--- src/rtl/sample_uart_tx_if.sv ---
// Push/status bundle between the sample producer and the UART transmitter.
interface sample_uart_tx_if #(
    parameter int unsigned DATA_W     = 32,
    parameter int unsigned FIFO_DEPTH = 16
);
    logic                          sample_valid;
    logic [DATA_W-1:0]             sample_data;
    logic                          busy;
    logic                          fifo_full;
    logic [$clog2(FIFO_DEPTH):0]   fifo_count;
    logic                          overflow;

    modport master (
        output sample_valid,
        output sample_data,
        input  busy,
        input  fifo_full,
        input  fifo_count,
        input  overflow
    );

    modport slave (
        input  sample_valid,
        input  sample_data,
        output busy,
        output fifo_full,
        output fifo_count,
        output overflow
    );
endinterface

--- src/rtl/sample_uart_tx.sv ---
// Buffers strobed samples in a FIFO and sends each one over UART 8N1,
// least-significant byte first, with no idle gap while data is queued.
module sample_uart_tx #(
    parameter int unsigned CLKS_PER_BIT = 434,
    parameter int unsigned FIFO_DEPTH   = 16,
    parameter int unsigned DATA_W       = 32
) (
    input  logic            clk,
    input  logic            rst,
    sample_uart_tx_if.slave bus,
    output logic            uart_tx
);
    localparam int unsigned PtrW     = $clog2(FIFO_DEPTH);
    localparam int unsigned CntW     = PtrW + 1;
    localparam int unsigned BaudW    = $clog2(CLKS_PER_BIT);
    localparam int unsigned NumBytes = DATA_W / 8;
    localparam int unsigned ByteW    = (NumBytes > 1) ? $clog2(NumBytes) : 1;

    localparam logic [BaudW-1:0] BaudLast = BaudW'(CLKS_PER_BIT - 1);
    localparam logic [CntW-1:0]  CntFull  = CntW'(FIFO_DEPTH);
    localparam logic [ByteW-1:0] ByteLast = ByteW'(NumBytes - 1);

    typedef enum logic [1:0] {StIdle, StStart, StData, StStop} state_e;

    state_e            state_q, state_d;
    logic [DATA_W-1:0] mem_q [FIFO_DEPTH];
    logic [PtrW-1:0]   wr_ptr_q, rd_ptr_q;
    logic [CntW-1:0]   count_q, count_d;
    logic [DATA_W-1:0] shift_q, shift_d;
    logic [BaudW-1:0]  baud_q, baud_d;
    logic [2:0]        bit_q, bit_d;
    logic [ByteW-1:0]  byte_q, byte_d;
    logic              tx_q, tx_d;
    logic              overflow_q, overflow_d;
    logic              pop, push, baud_done, fifo_empty;

    assign fifo_empty = (count_q == '0);
    assign baud_done  = (baud_q == BaudLast);

    // A full FIFO still accepts a push when the FSM frees a slot on the same edge.
    assign push       = bus.sample_valid && ((count_q != CntFull) || pop);
    assign count_d    = count_q + CntW'(push) - CntW'(pop);
    assign overflow_d = overflow_q | (bus.sample_valid & ~push);

    always_ff @(posedge clk) begin
        if (push) begin
            mem_q[wr_ptr_q] <= bus.sample_data;
        end
    end

    always_ff @(posedge clk or negedge rst) begin
        if (!rst) begin
            wr_ptr_q   <= '0;
            rd_ptr_q   <= '0;
            count_q    <= '0;
            overflow_q <= 1'b0;
        end else begin
            if (push) begin
                wr_ptr_q <= wr_ptr_q + PtrW'(1);
            end
            if (pop) begin
                rd_ptr_q <= rd_ptr_q + PtrW'(1);
            end
            count_q    <= count_d;
            overflow_q <= overflow_d;
        end
    end

    always_ff @(posedge clk or negedge rst) begin
        if (!rst) begin
            state_q <= StIdle;
            shift_q <= '0;
            baud_q  <= '0;
            bit_q   <= '0;
            byte_q  <= '0;
            tx_q    <= 1'b1;
        end else begin
            state_q <= state_d;
            shift_q <= shift_d;
            baud_q  <= baud_d;
            bit_q   <= bit_d;
            byte_q  <= byte_d;
            tx_q    <= tx_d;
        end
    end

    // The shift register moves right after every data bit, so the bit on the
    // line is always shift_q[0] and the next byte lands in the low octet.
    always_comb begin
        state_d = state_q;
        shift_d = shift_q;
        baud_d  = baud_q;
        bit_d   = bit_q;
        byte_d  = byte_q;
        pop     = 1'b0;

        unique case (state_q)
            StIdle: begin
                baud_d = '0;
                if (!fifo_empty) begin
                    pop     = 1'b1;
                    shift_d = mem_q[rd_ptr_q];
                    byte_d  = '0;
                    state_d = StStart;
                end
            end
            StStart: begin
                if (baud_done) begin
                    baud_d  = '0;
                    bit_d   = '0;
                    state_d = StData;
                end else begin
                    baud_d = baud_q + BaudW'(1);
                end
            end
            StData: begin
                if (baud_done) begin
                    baud_d  = '0;
                    shift_d = shift_q >> 1;
                    if (bit_q == 3'd7) begin
                        state_d = StStop;
                    end else begin
                        bit_d = bit_q + 3'd1;
                    end
                end else begin
                    baud_d = baud_q + BaudW'(1);
                end
            end
            StStop: begin
                if (baud_done) begin
                    baud_d = '0;
                    if (byte_q != ByteLast) begin
                        byte_d  = byte_q + ByteW'(1);
                        state_d = StStart;
                    end else if (!fifo_empty) begin
                        pop     = 1'b1;
                        shift_d = mem_q[rd_ptr_q];
                        byte_d  = '0;
                        state_d = StStart;
                    end else begin
                        state_d = StIdle;
                    end
                end else begin
                    baud_d = baud_q + BaudW'(1);
                end
            end
            default: state_d = StIdle;
        endcase
    end

    // Line level follows the current state, so it lags the state by one edge.
    always_comb begin
        tx_d = 1'b1;
        unique case (state_q)
            StStart: tx_d = 1'b0;
            StData:  tx_d = shift_q[0];
            default: tx_d = 1'b1;
        endcase
    end

    assign uart_tx        = tx_q;
    assign bus.busy       = (state_q != StIdle) | (count_q != '0);
    assign bus.fifo_full  = (count_q == CntFull);
    assign bus.fifo_count = count_q;
    assign bus.overflow   = overflow_q;
endmodule

--- src/flat_wrapper.sv ---
// flat-port wrapper written by rule: the top's interface ports become plain ports
module sample_uart_tx_flat 
#(
    parameter int unsigned CLKS_PER_BIT = 434,
    parameter int unsigned FIFO_DEPTH   = 16,
    parameter int unsigned DATA_W       = 32
)
  (clk, rst, uart_tx, bus_sample_valid, bus_sample_data, bus_busy, bus_fifo_full, bus_fifo_count, bus_overflow);
  sample_uart_tx_if #(.DATA_W(DATA_W), .FIFO_DEPTH(FIFO_DEPTH)) bus_i ();
  input  logic clk;
  input  logic rst;
  output logic uart_tx;
  input wire logic [$bits(bus_i.sample_valid)-1:0] bus_sample_valid;
  input wire logic [$bits(bus_i.sample_data)-1:0] bus_sample_data;
  output wire logic [$bits(bus_i.busy)-1:0] bus_busy;
  output wire logic [$bits(bus_i.fifo_full)-1:0] bus_fifo_full;
  output wire logic [$bits(bus_i.fifo_count)-1:0] bus_fifo_count;
  output wire logic [$bits(bus_i.overflow)-1:0] bus_overflow;
  assign bus_i.sample_valid = bus_sample_valid;
  assign bus_i.sample_data = bus_sample_data;
  assign bus_busy = bus_i.busy;
  assign bus_fifo_full = bus_i.fifo_full;
  assign bus_fifo_count = bus_i.fifo_count;
  assign bus_overflow = bus_i.overflow;
  sample_uart_tx #(.CLKS_PER_BIT(CLKS_PER_BIT), .FIFO_DEPTH(FIFO_DEPTH), .DATA_W(DATA_W)) u_core (.clk(clk), .rst(rst), .bus(bus_i), .uart_tx(uart_tx));
endmodule
--- config.mk ---
export PLATFORM = sky130hd
export DESIGN_NAME = sample_uart_tx_flat
export DESIGN_NICKNAME = d
export VERILOG_FILES = /design/src/rtl/sample_uart_tx_if.sv /design/src/rtl/sample_uart_tx.sv /design/src/flat_wrapper.sv
export SDC_FILE = /design/constraint.sdc
export NUM_CORES = 1
export LEC_CHECK = 0
export CORE_UTILIZATION = 40
export CTS_BUF_LIST = sky130_fd_sc_hd__clkbuf_4 sky130_fd_sc_hd__clkbuf_8 sky130_fd_sc_hd__clkbuf_16
export CTS_CLUSTER_SIZE = 12
export DETAILED_ROUTE_END_ITERATION = 16
export SKIP_CTS_REPAIR_TIMING = 1
export SLEW_MARGIN = 20
export SYNTH_ARGS = -nofsm -noshare
export SYNTH_HDL_FRONTEND = slang
export SYNTH_SLANG_ARGS = --single-unit
--- constraint.sdc ---
create_clock -name clk -period 6.7 [get_ports clk]
set_clock_uncertainty 0.15 [all_clocks]
set_input_delay 0.67 -clock clk [delete_from_list [all_inputs] [get_ports clk]]
set_output_delay 0.67 -clock clk [all_outputs]
set_load 0.02 [all_outputs]
==> flow_summary.ini <==
[status]
run_status = finished, final reports clean

[timing]
hold_slack_ns = 0.0566
fmax_mhz = 291
setup_violations = 0
fin_crit_sh_pct = 51.4
slew_viol_final = 0
worst_pin_slew_ns = 1.06
slew_headroom_pct = 29.1
fin_ws_ns = 3.26
finalHoldViolCount = 0
fin_tns_setup_ns = 0
rsz0062_at_grt = no
fin_crit_ns = 3.44

[drt]
wire_per_inst_um = 23.4
ant_nets = 0
dr.pass1.iters = 5
drt_wl_total_mm = 48.5
num_vias = 11300
drt_iter0_drc = 868
via_per_inst = 5.42
drc_errors = 0

[placement]
portBuffers = 43
placed_area_mm2 = 0.0242
dp_cells = 1972
place_ws_ns = 3.13
globalplace.congestion = 0.739
dp_hpwl_mm = 28.5

[synthesis]
synth_area_mm2 = 0.0227
synth_edf_count = 512
syn_area_per_cell_um2 = 18.7
ys_ff_latch = 575
syn_inst = 1212
async_reset_ff_share_pct = 11.0
ys_seq_area_share_pct = 74.8
yosys_warnings = 0
netlist-cell-type-count = 52
synthFlopType = edfxtp_1
syn_nets = 1269

[layout]
final_util_pct = 47.0
area_delta_synth_final_pct = 15.3
stdcell_count = 2077
postLayoutCellArea_mm2 = 0.0261
antenna_cells = 0
final_nets = 1343
drive_above_1_share_pct = 19.6

[worst_setup_path]
cp_slowest_stage_delay_ns = 0.79
crit_family = buffers and inverters
crit_buf_inv = 2
startpoint_type = flop
endpoint_kind = flop
worstPathCellList = buf_4, buf_4, mux4_2, mux4_2, a32o_1
crit_type = reg2reg
required_ns = 7.06
arrival_ns = 3.80
cpMaxStageDelayCell = dfrtp_4
crit_fanout = 27

[die]
die_area_mm2 = 0.0576
ios = 44
start_util_pct = 40.8
die_height_um = 240
rows = 86
die_w_um = 240
coreArea_mm2 = 0.0555

[pwr]
fin_total_pwr_mw = 8.34
power.density_mw_per_mm2 = 319
ir_worst_vdd_mv = 0.208
p_leak_nw = 8.22

[clock_network]
clk_pin_slew_worst_paths_ns = 0.06
clock_latency_ns = 0.62
htreeDepth = 2
cts_max_path_buffers = 3
cts_buffers = 60
cts-root-buf = clkbuf_16
clock-sinks = 575
cts_tree = built

[hold_path]
hp-class = in2async

[global_routing]
grt_pass1_wl_mm = 74.4
track_usage_pct = 17.5
overflow = 0
grt_max_degree = 64
grt_pass1_vias = 11900
antenna_found_initial = 0

[flow_run]
maxCapViolCount = 0
[final timing paths]
| check | start | to | slack (ns) | depth (start not counted) |
|---|---|---|---|---|
| hold / removal | rst | u_core.baud_q[7]$_DFF_PN0_ | 0.06 | 1 |
| setup / recovery | u_core.rd_ptr_q[0]$_DFFE_PN0P_ | u_core.shift_q[31]$_DFFE_PN0P_ | 3.26 | 5 |
| max in group asynchronous | rst | u_core.rd_ptr_q[0]$_DFFE_PN0P_ | 5.57 | 1 |
| setup reg to reg | u_core.rd_ptr_q[0]$_DFFE_PN0P_ | u_core.shift_q[31]$_DFFE_PN0P_ | 3.26 | 5 |
| min in group clk | u_core.bus.overflow$_DFF_PN0_ | u_core.bus.overflow$_DFF_PN0_ | 0.35 | 1 |
| hold reg to reg | u_core.bus.overflow$_DFF_PN0_ | u_core.bus.overflow$_DFF_PN0_ | 0.35 | 1 |
[synthesized netlist by cell type, drive strengths merged, types with 2 or more instances]
master	instances	area (um^2)
and3	2	12.5
o31ai	31	233
a22oi	65	493
xor2	9	78.8
and2	5	31.3
edfxtp	512	15400
nor2	21	78.8
xnor2	8	70.1
a21oi	35	179
nand2	43	161
inv	19	71.3
nand3	6	30.0
o22ai	31	194
ha	21	263
dfrtp	62	1550
nand2b	3	18.8
nor4	9	56.3
mux4	67	1510
nor2b	3	18.8
mux2i	125	1250
nor3	5	30.0
nand4	4	25.0
o21ai	11	55.1
mux2	33	372
o21bai	2	18.8
a21o	2	15.0
clkbuf	26	97.6
buf	38	204
[sequential cells by signal, indices dropped and copies added (netlist names)]
| register | flops |
|---|---|
| u_core.mem_q | 512 |
| u_core.shift_q | 32 |
| u_core.baud_q | 9 |
| u_core.bus.fifo_count | 5 |
| u_core.rd_ptr_q | 4 |
| u_core.wr_ptr_q | 4 |
| u_core.bit_q | 3 |
| u_core.byte_q | 2 |
| u_core.state_q | 2 |
| u_core.bus.overflow | 1 |
| u_core.uart_tx | 1 |
[cells by family after synthesis]
group | share of synthesized area (%)
AND/OR/NAND/NOR | 2.34
AO/OA/AOI/OAI | 5.44
XOR/XNOR | 0.657
flip-flops | 74.8
multiplexers | 13.8
buffers and inverters | 1.65
adder cells (fa/ha/maj) | 1.25
[cell usage in the layout, fill, tap and decap left out, types with 5 or more instances in the layout]
master	count
mux2i_1	125
o22ai_1	31
o21ai_0	11
mux2_2	32
nor2_4	5
clkdlybuf4s50_1	42
a21oi_1	34
buf_4	28
clkinv_1	11
xor2_1	9
ha_1	20
inv_1	18
clkbuf_4	17
xnor2_1	8
clkinv_2	7
dfrtp_1	58
nor4_2	8
nand3_1	6
edfxtp_1	512
nand2_1	43
mux4_2	67
a22oi_1	64
o31ai_1	31
clkbuf_16	62
nor2_1	16
[cell type report]
type                       count  area (um^2)
timing repair buffer          76          781
clock buffer                  81         1710
multi-input combinational    554         5440
clock inverter                24          221
sequential                   575        17000
fill                        4720        29400
inverter                      19         71.3
tap                          748          936
[power breakdown]
part	internal, mW	switching, mW
registers	4.27	0.107
clock network	1.92	1.30
logic	0.267	0.470
[routing by layer]
metal / GRT usage, % / up-vias / share of wire (%)
met5: 0 / - / 0
met4: 5.46 / 0 / 2.3
met3: 2.58 / 79 / 4.2
met2: 29.6 / 249 / 50
met1: 23.2 / 5885 / 44
li1: - / 5038 / -
(Power assumes the default switching activity.)
